==> src/rtl/bcd_to_bin_serial.sv <==
// Serial BCD-to-binary converter using reverse double-dabble.
// A captured BCD word is shifted right one bit per clock into a binary
// register. After each shift, every BCD nibble that is >= 8 has 3 subtracted.
// Words containing a non-decimal digit skip the conversion entirely. They
// complete with err set and an all-ones result.
module bcd_to_bin_serial #(
  parameter int unsigned DIGITS = 2,
  parameter int unsigned BIN_W  = 7
) (
  input  logic                clk,
  input  logic                rst_n,
  input  logic                in_valid,
  output logic                in_ready,
  input  logic [4*DIGITS-1:0] bcd_in,
  output logic                out_valid,
  input  logic                out_ready,
  output logic [BIN_W-1:0]    bin_out,
  output logic                err
);

  localparam int unsigned BcdW   = 4 * DIGITS;
  localparam int unsigned CntW   = $clog2(BcdW + 1);
  localparam int unsigned MaxDec = 10 ** DIGITS - 1;
  localparam logic [CntW-1:0] LastStep = CntW'(BcdW - 1);

  // Refuse to elaborate an unsupported digit count or too narrow an output.
  if (DIGITS < 1 || DIGITS > 4) begin : g_bad_digits
    $error("bcd_to_bin_serial: DIGITS must be in 1..4");
  end
  if (BIN_W < 32 && (32'd1 << BIN_W) <= MaxDec) begin : g_bad_width
    $error("bcd_to_bin_serial: BIN_W too narrow for DIGITS");
  end

  typedef enum logic [1:0] {StIdle, StShift, StDone} state_e;

  state_e            state_q, state_d;
  logic [BcdW-1:0]   bcd_q, bcd_d;
  logic [BcdW-1:0]   bin_q, bin_d;
  logic [CntW-1:0]   cnt_q, cnt_d;
  logic              out_valid_q, out_valid_d;
  logic [BIN_W-1:0]  bin_out_q, bin_out_d;
  logic              err_q, err_d;

  logic [BcdW-1:0]   bcd_shift, bcd_fix, bin_shift;
  logic [3:0]        nib;
  logic              digit_bad;

  // One reverse double-dabble step plus a check of the incoming digits.
  always_comb begin
    bcd_shift = bcd_q >> 1;
    bin_shift = {bcd_q[0], bin_q[BcdW-1:1]};
    bcd_fix   = '0;
    nib       = '0;
    for (int i = 0; i < int'(DIGITS); i++) begin
      nib = bcd_shift[4*i +: 4];
      if (nib >= 4'd8) nib = nib - 4'd3;
      bcd_fix[4*i +: 4] = nib;
    end
    digit_bad = 1'b0;
    for (int i = 0; i < int'(DIGITS); i++) begin
      if (bcd_in[4*i +: 4] > 4'd9) digit_bad = 1'b1;
    end
  end

  // Next-state, datapath and registered-output logic.
  always_comb begin
    state_d   = state_q;
    bcd_d     = bcd_q;
    bin_d     = bin_q;
    cnt_d     = cnt_q;
    bin_out_d = bin_out_q;
    err_d     = err_q;
    unique case (state_q)
      StIdle: begin
        if (in_valid) begin
          bcd_d = bcd_in;
          bin_d = '0;
          cnt_d = '0;
          if (digit_bad) begin
            state_d   = StDone;
            err_d     = 1'b1;
            bin_out_d = '1;
          end else begin
            state_d = StShift;
          end
        end
      end
      StShift: begin
        bcd_d = bcd_fix;
        bin_d = bin_shift;
        cnt_d = cnt_q + 1'b1;
        if (cnt_q == LastStep) begin
          state_d   = StDone;
          // High bits are zero for decimal input, so truncation is lossless.
          bin_out_d = BIN_W'(bin_shift);
          err_d     = 1'b0;
        end
      end
      StDone: begin
        if (out_valid_q && out_ready) state_d = StIdle;
      end
      default: state_d = StIdle;
    endcase
    // out_valid follows DONE by one cycle and drops on the accepting edge.
    out_valid_d = (state_q == StDone) && !(out_valid_q && out_ready);
  end

  // State and datapath registers.
  always_ff @(posedge clk or negedge rst_n) begin
    if (!rst_n) begin
      state_q     <= StIdle;
      bcd_q       <= '0;
      bin_q       <= '0;
      cnt_q       <= '0;
      out_valid_q <= 1'b0;
      bin_out_q   <= '0;
      err_q       <= 1'b0;
    end else begin
      state_q     <= state_d;
      bcd_q       <= bcd_d;
      bin_q       <= bin_d;
      cnt_q       <= cnt_d;
      out_valid_q <= out_valid_d;
      bin_out_q   <= bin_out_d;
      err_q       <= err_d;
    end
  end

  assign in_ready  = (state_q == StIdle);
  assign out_valid = out_valid_q;
  assign bin_out   = bin_out_q;
  assign err       = err_q;

endmodule

==> config.mk <==
export PLATFORM = sky130hd
export DESIGN_NAME = bcd_to_bin_serial
export DESIGN_NICKNAME = d
export VERILOG_FILES = /design/src/rtl/bcd_to_bin_serial.sv
export SDC_FILE = /design/constraint.sdc
export NUM_CORES = 1
export LEC_CHECK = 0
export CAP_MARGIN = 10
export CORE_MARGIN = 2
export CORE_UTILIZATION = 40
export DETAILED_ROUTE_END_ITERATION = 7
export PLACE_DENSITY_LB_ADDON = 0.08
export SKIP_CTS_REPAIR_TIMING = 1
export SLEW_MARGIN = 20
export SYNTH_ARGS = -nofsm -noshare
export SYNTH_HDL_FRONTEND = slang
export SYNTH_SLANG_ARGS = --single-unit
export TNS_END_PERCENT = 30
==> constraint.sdc <==
create_clock -name clk -period 1.86 [get_ports clk]
set_clock_uncertainty 0.1 [all_clocks]
set_input_delay 0.186 -clock clk [delete_from_list [all_inputs] [get_ports clk]]
set_output_delay 0.186 -clock clk [all_outputs]
set_load 0.05 [all_outputs]
==> results of run 1 <==
==> power by group <==
part | switching (mW) | leakage, nW | total, mW | internal, mW
sequential | 0.275 | 0.354 | 1.17 | 0.898
clock | 0.232 | 0.0482 | 0.529 | 0.298
combinational | 0.857 | 0.453 | 1.50 | 0.643
==> stage by stage <==
stage / hold slack (ns) / instance area (sq um) / power [mW] / worst slack [ns]
CTS: 0.207 / 1890 / 3.23 / 0.0975
global placement: 0.369 / 1800 / 2.66 / 0.0485
detailed placement: 0.373 / 1800 / 2.68 / 0.0159
floorplan: -0.210 / 1490 / 2.19 / 0.0387
finish: 0.194 / 1890 / 3.20 / 0.110
global route: 0.229 / 1890 / 3.46 / 0.0532
==> sequential cells by signal, indices dropped and copies added (netlist names) <==
register   cells
bcd_q          8
bin_out        7
bin_q          7
cnt_q          4
state_q        2
err            1
out_valid      1
==> metal layers <==
layer | routed length [um] | track usage | share of wire
met1 | 1650 | 0.260 | 0.50
met2 | 1480 | 0.272 | 0.45
met3 | 131 | 0.0417 | 0.040
met4 | 39 | 0.0703 | 0.012
met5 | 0 | 0 | 0
==> cells by family after synthesis <==
logic type | after synthesis | synth area share
AOI/OAI and AO/OA | 58 | 0.289
DFF | 30 | 0.504
and+or+nand+nor | 24 | 0.0974
buffers and inverters | 20 | 0.0588
adders and majority gates | 3 | 0.0252
xor gates and xnor gates | 2 | 0.0118
muxes | 2 | 0.0143
==> synth_stat cells (4+ instances only) <==
cell type and instances:
dfrtp_1 30, o22ai_1 13, a21oi_1 10, inv_1 10, a22o_1 8, buf_2 7, o221a_1 7, nand2_1 5
nor2_1 4, nor2b_1 4, o211ai_1 4, o21ai_0 4
==> cell usage in the layout, fill, tap and decap left out, types with 3 or more instances in the layout <==
cell,instances
clkbuf_8,6
ha_1,3
clkdlybuf4s50_1,19
dfrtp_1,30
nor2_1,3
inv_1,10
a21oi_1,10
o211ai_2,3
buf_4,10
nor2b_1,4
nand2_1,5
a22o_1,8
o22ai_1,13
o221a_1,7
o211ai_1,4
o21ai_0,4
==> final timing paths <==
path	end	slack, ns	cells past startpoint
max in group asynchronous	bcd_q[4]	1.18	2
min reg2reg	out_valid	0.38	1
min	bin_out[0]	0.19	2
max reg2reg	bin_out[5]	0.16	4
max	bin_out[6]	0.11	1
min in group clk	out_valid	0.38	1
==> cell type report <==
| class | count | area share |
|---|---|---|
| Tap cell | 48 | 0.0318 |
| Sequential cell | 30 | 0.398 |
| Timing Repair Buffer | 30 | 0.151 |
| Clock inverter | 1 | 0.00265 |
| Clock buffer | 7 | 0.0458 |
| Inverter | 12 | 0.0239 |
| Multi-Input combinational cell | 89 | 0.347 |
==> impl_metrics.py, run 1 <==
metrics = {
    "run_status": {
        "status": "complete, no violations",
    },
    "setup_path": {
        "path_class": "reg -> out",
        "path_max_fanout": 3,
        "cp_data_required_time_ns": 1.57,
        "crit_path_end_kind": "primary output",
        "startpoint_type": "flop",
        "crit_path_max_incr_delay_ns": 0.81,
        "timing.critical_path.slowest_stage_cell": "clkdlybuf4s50_1",
        "rr_startpoint": "cnt_q[0]",
        "cp.arrival_ns": 1.46,
        "critical_path.top_delay_family": "buffers and inverters",
        "path_cells": "clkdlybuf4s50_1",
        "setup.worst_path.start": "bin_out[6]",
        "crit_buf_inv": 1,
    },
    "clock_tree": {
        "clock_tree.root_cell": "clkbuf_8",
        "worst_setup_hold_path_clk_slew_ns": 0.06,
        "insertion_delay_ns": 0.28,
        "clock-sinks": 30,
        "tritoncts": "done",
        "cts_inserted_buffers": 5,
        "cts_max_path_buffers": 2,
        "h_tree_levels": 2,
    },
    "drt": {
        "wl_per_cell_um": 15.2,
        "drc": 0,
        "ant_nets": 0,
        "vias_per_cell": 5.54,
        "num_vias": 1203,
        "initialDrtViolationCount": 80,
        "firstDrtPassIters": 4,
        "wirelength_um": 3310,
    },
    "sta": {
        "worst_slew_pin_slew_ns": 0.812,
        "slew_viol_final": 0,
        "period_minus_slack_ns": 1.75,
        "setup_repair_after_global_routing_missed_its_margin": "false",
        "setup-tns-final_ns": 0,
        "achievable-frequency_mhz": 572,
        "timing.max_slew.rel_slack": 0.457,
        "timing.final.crit_share": 0.941,
        "setup-violations-final": 0,
        "report.final.hold_viol_count": 0,
    },
    "final_layout": {
        "fin_cells": 217,
        "post_route_cells_drive_above_1_share": 0.148,
        "area.sequential_sq_um": 751,
        "antenna-diode-count": 0,
        "areaGrowthSynthToFinish_pct": 26.6,
        "multiInputGateArea_sq_um": 654,
        "final_net_count": 183,
        "n_fill_cell": 336,
        "fin_util": 0.519,
    },
    "floorplanning": {
        "number_of_top_level_pins": 22,
        "core_area_sq_mm": 0.00363,
        "die_width_um": 65.0,
        "dieArea_sq_mm": 0.00423,
        "row_count": 22,
        "dieHeight_um": 65.0,
        "starting_utilization_of_the_core_area": 0.410,
    },
    "min_path": {
        "hold_class": "in -> async",
    },
    "synthesis": {
        "synth_async_sr_flop_share": 1.00,
        "synth_edf_count": 0,
        "synth_nets": 154,
        "yosysTopAreaCellShare": 0.504,
        "netlist.top_cell.by_area": "dfrtp_1",
        "synth_ff_type": "dfrtp_1",
        "seq_area_frac_synth": 0.504,
        "synth.lib_cells_used.distinct": 36,
        "mappedNetlistArea_sq_mm": 0.00149,
        "synthesized_instance_count": 139,
        "ys_warn_count": 0,
        "synth.top_cells.by_area": "dfrtp_1, o22ai_1, o221a_1, a22o_1, a21oi_1",
        "post_synth.cell_area_avg_sq_um": 10.7,
        "post_synthesis_sequential_element_count": 30,
    },
    "run": {
        "cap_violations": 0,
    },
    "placed_design": {
        "hpwlAfterDp_um": 2280,
        "place_inst": 209,
        "port_buffers": 21,
        "routabilityCongestion": 0.796,
    },
    "global_routing": {
        "first_global_vias": 1195,
        "groute.usage.overall": 0.183,
        "largest_net_degree_at_the_start_of_global_routing": 31,
        "antenna_found_initial": 0,
        "grt_first_pass_wirelength_um": 5840,
        "grt-ovfl-total": 0,
    },
    "power": {
        "static-leakage-power_nw": 0.855,
        "p_per_area_mw_per_mm2": 1700,
        "maximum_resistive_drop_on_vdd_mv": 0.767,
    },
}
Note: power is estimated with default switching activity, not from simulation.
==> run 2, diff against run 1 <==
Settings changed: CORE_MARGIN 2 to 1.
==> run 2 against run 1 <==
Net effect: design area is 0.40% higher; power is 2.8% higher; setup slack worse by 0.011 ns; final cell count is 1.4% lower; critical endpoint is now bin_out[1]; largest cell class unchanged; largest power group unchanged; highest routed layer unchanged.
==> impl_metrics.py, run 2 (synthesized netlist as in run 1, its figures left out) <==
metrics = {
    "run_status": {
        "status": "complete, no violations",
    },
    "drt": {
        "ant_nets": 0,
        "wirelength_um": 3360,
        "wl_per_cell_um": 15.7,
        "drc": 0,
        "vias_per_cell": 5.58,
        "firstDrtPassIters": 4,
        "num_vias": 1194,
        "initialDrtViolationCount": 79,
    },
    "min_path": {
        "hold_class": "in -> async",
    },
    "placed_design": {
        "routabilityCongestion": 0.740,
        "place_inst": 206,
        "hpwlAfterDp_um": 2320,
        "port_buffers": 21,
        "place_worst_setup_slack_ns": -0.0419,
        "placement.cell_area_sq_mm": 0.00179,
    },
    "final_layout": {
        "final_net_count": 182,
        "fin_cells": 214,
        "commonest_cells_after_routing_fill_and_taps_aside": "dfrtp_1, clkdlybuf4s50_1, o22ai_1",
        "areaGrowthSynthToFinish_pct": 27.1,
        "layout.cells.most_common": "dfrtp_1",
        "multiInputGateArea_sq_um": 654,
        "antenna-diode-count": 0,
        "max_flop_register": "bcd_q",
        "stdcell_area_sq_mm": 0.00189,
        "n_fill_cell": 316,
        "post_route_cells_drive_above_1_share": 0.149,
        "area.sequential_sq_um": 751,
        "largest_register_ff_count": 8,
    },
    "global_routing": {
        "antenna_found_initial": 0,
        "grt_use_met2": 0.297,
        "first_global_vias": 1215,
        "grt.busiest_layer": "met2",
        "grt_first_pass_wirelength_um": 5880,
        "global_route.usage.met1": 0.257,
        "met3_capacity_usage_during_global_routing": 0.0511,
        "groute.usage.overall": 0.192,
        "grt-ovfl-total": 0,
        "largest_net_degree_at_the_start_of_global_routing": 31,
    },
    "setup_path": {
        "cp_data_required_time_ns": 1.57,
        "cp.arrival_ns": 1.48,
        "critical_path.top_delay_family": "buffers and inverters",
        "path_cells": "clkdlybuf4s50_1",
        "timing.critical_path.slowest_stage_cell": "clkdlybuf4s50_1",
        "startpoint_type": "flop",
        "crit_path_max_incr_delay_ns": 0.81,
        "path_max_fanout": 3,
        "crit_path_end_kind": "primary output",
        "crit_buf_inv": 1,
        "path_class": "reg -> out",
    },
    "clock_tree": {
        "insertion_delay_ns": 0.28,
        "clock-sinks": 30,
        "worst_setup_hold_path_clk_slew_ns": 0.07,
        "h_tree_levels": 2,
        "tritoncts": "done",
        "cts_inserted_buffers": 5,
        "clock_tree.root_cell": "clkbuf_8",
        "cts_max_path_buffers": 2,
    },
    "run": {
        "cap_violations": 0,
    },
    "sta": {
        "slew_viol_final": 0,
        "setup_repair_after_global_routing_missed_its_margin": "false",
        "setup-violations-final": 0,
        "period_minus_slack_ns": 1.76,
        "report.final.hold_viol_count": 0,
        "holdWs_ns": 0.203,
        "worst_slew_pin_slew_ns": 0.832,
        "layout_setup_ws_ns": 0.0988,
        "timing.final.crit_share": 0.947,
        "achievable-frequency_mhz": 568,
        "timing.max_slew.rel_slack": 0.444,
    },
    "power": {
        "p_per_area_mw_per_mm2": 1740,
        "static-leakage-power_nw": 0.859,
        "maximum_resistive_drop_on_vdd_mv": 0.775,
    },
    "floorplanning": {
        "row_count": 21,
        "dieArea_sq_mm": 0.00397,
        "starting_utilization_of_the_core_area": 0.433,
        "die_width_um": 63.0,
        "core_area_sq_mm": 0.00344,
        "number_of_top_level_pins": 22,
        "dieHeight_um": 63.0,
    },
}
-- run 2: cell types whose count changed in the layout (fill, tap and decap cells not counted), sizes merged --
| cell | before | now |
|---|---|---|
| buf | 11 | 10 |
| bufinv | 0 | 1 |
| clkbuf | 7 | 5 |
| clkinv | 3 | 4 |
-- run 2: cell type report --
| class | count | area share |
|---|---|---|
| clock inverters | 3 | 0.0211 |
| multi-input cells | 89 | 0.345 |
| flip-flops and latches | 30 | 0.396 |
| clock buffers | 5 | 0.0363 |
| inverters | 12 | 0.0238 |
| repair buffers | 29 | 0.147 |
| well taps | 46 | 0.0304 |
-- run 2: final timing paths --
kind	startpoint	to	slack, ns	depth (start not counted)
max in group asynchronous	rst_n	cnt_q[0]	1.18	2
worst max-delay path	bin_out[1]	bin_out[1]	0.1	1
worst min-delay path	rst_n	cnt_q[1]	0.20	2
min in group clk	out_valid	out_valid	0.39	1
worst max register to register	state_q[1]	bin_out[2]	0.15	3
worst min register to register	out_valid	out_valid	0.39	1
-- run 2: routing by layer --
layer | share of wire | vias up
li1 | - | 577
met1 | 0.49 | 586
met2 | 0.46 | 27
met3 | 0.041 | 4
met4 | 0.0077 | 0
met5 | 0 | -
-- run 2: where the power goes --
part	total (mW)	leakage, nW	switching (mW)	internal (mW)
logic	1.45	0.447	0.831	0.619
registers	1.20	0.354	0.302	0.897
clock network	0.641	0.0579	0.248	0.394
-- run 2: stage by stage --
step / utilization / power, mW / setup TNS [ns]
after floorplan: - / 2.19 / 0
after global placement: 0.519 / 2.61 / 0
after detailed placement: 0.519 / 2.66 / -0.245
after CTS: 0.550 / 3.31 / 0
after global routing: 0.550 / 3.51 / 0
final: 0.550 / 3.29 / 0
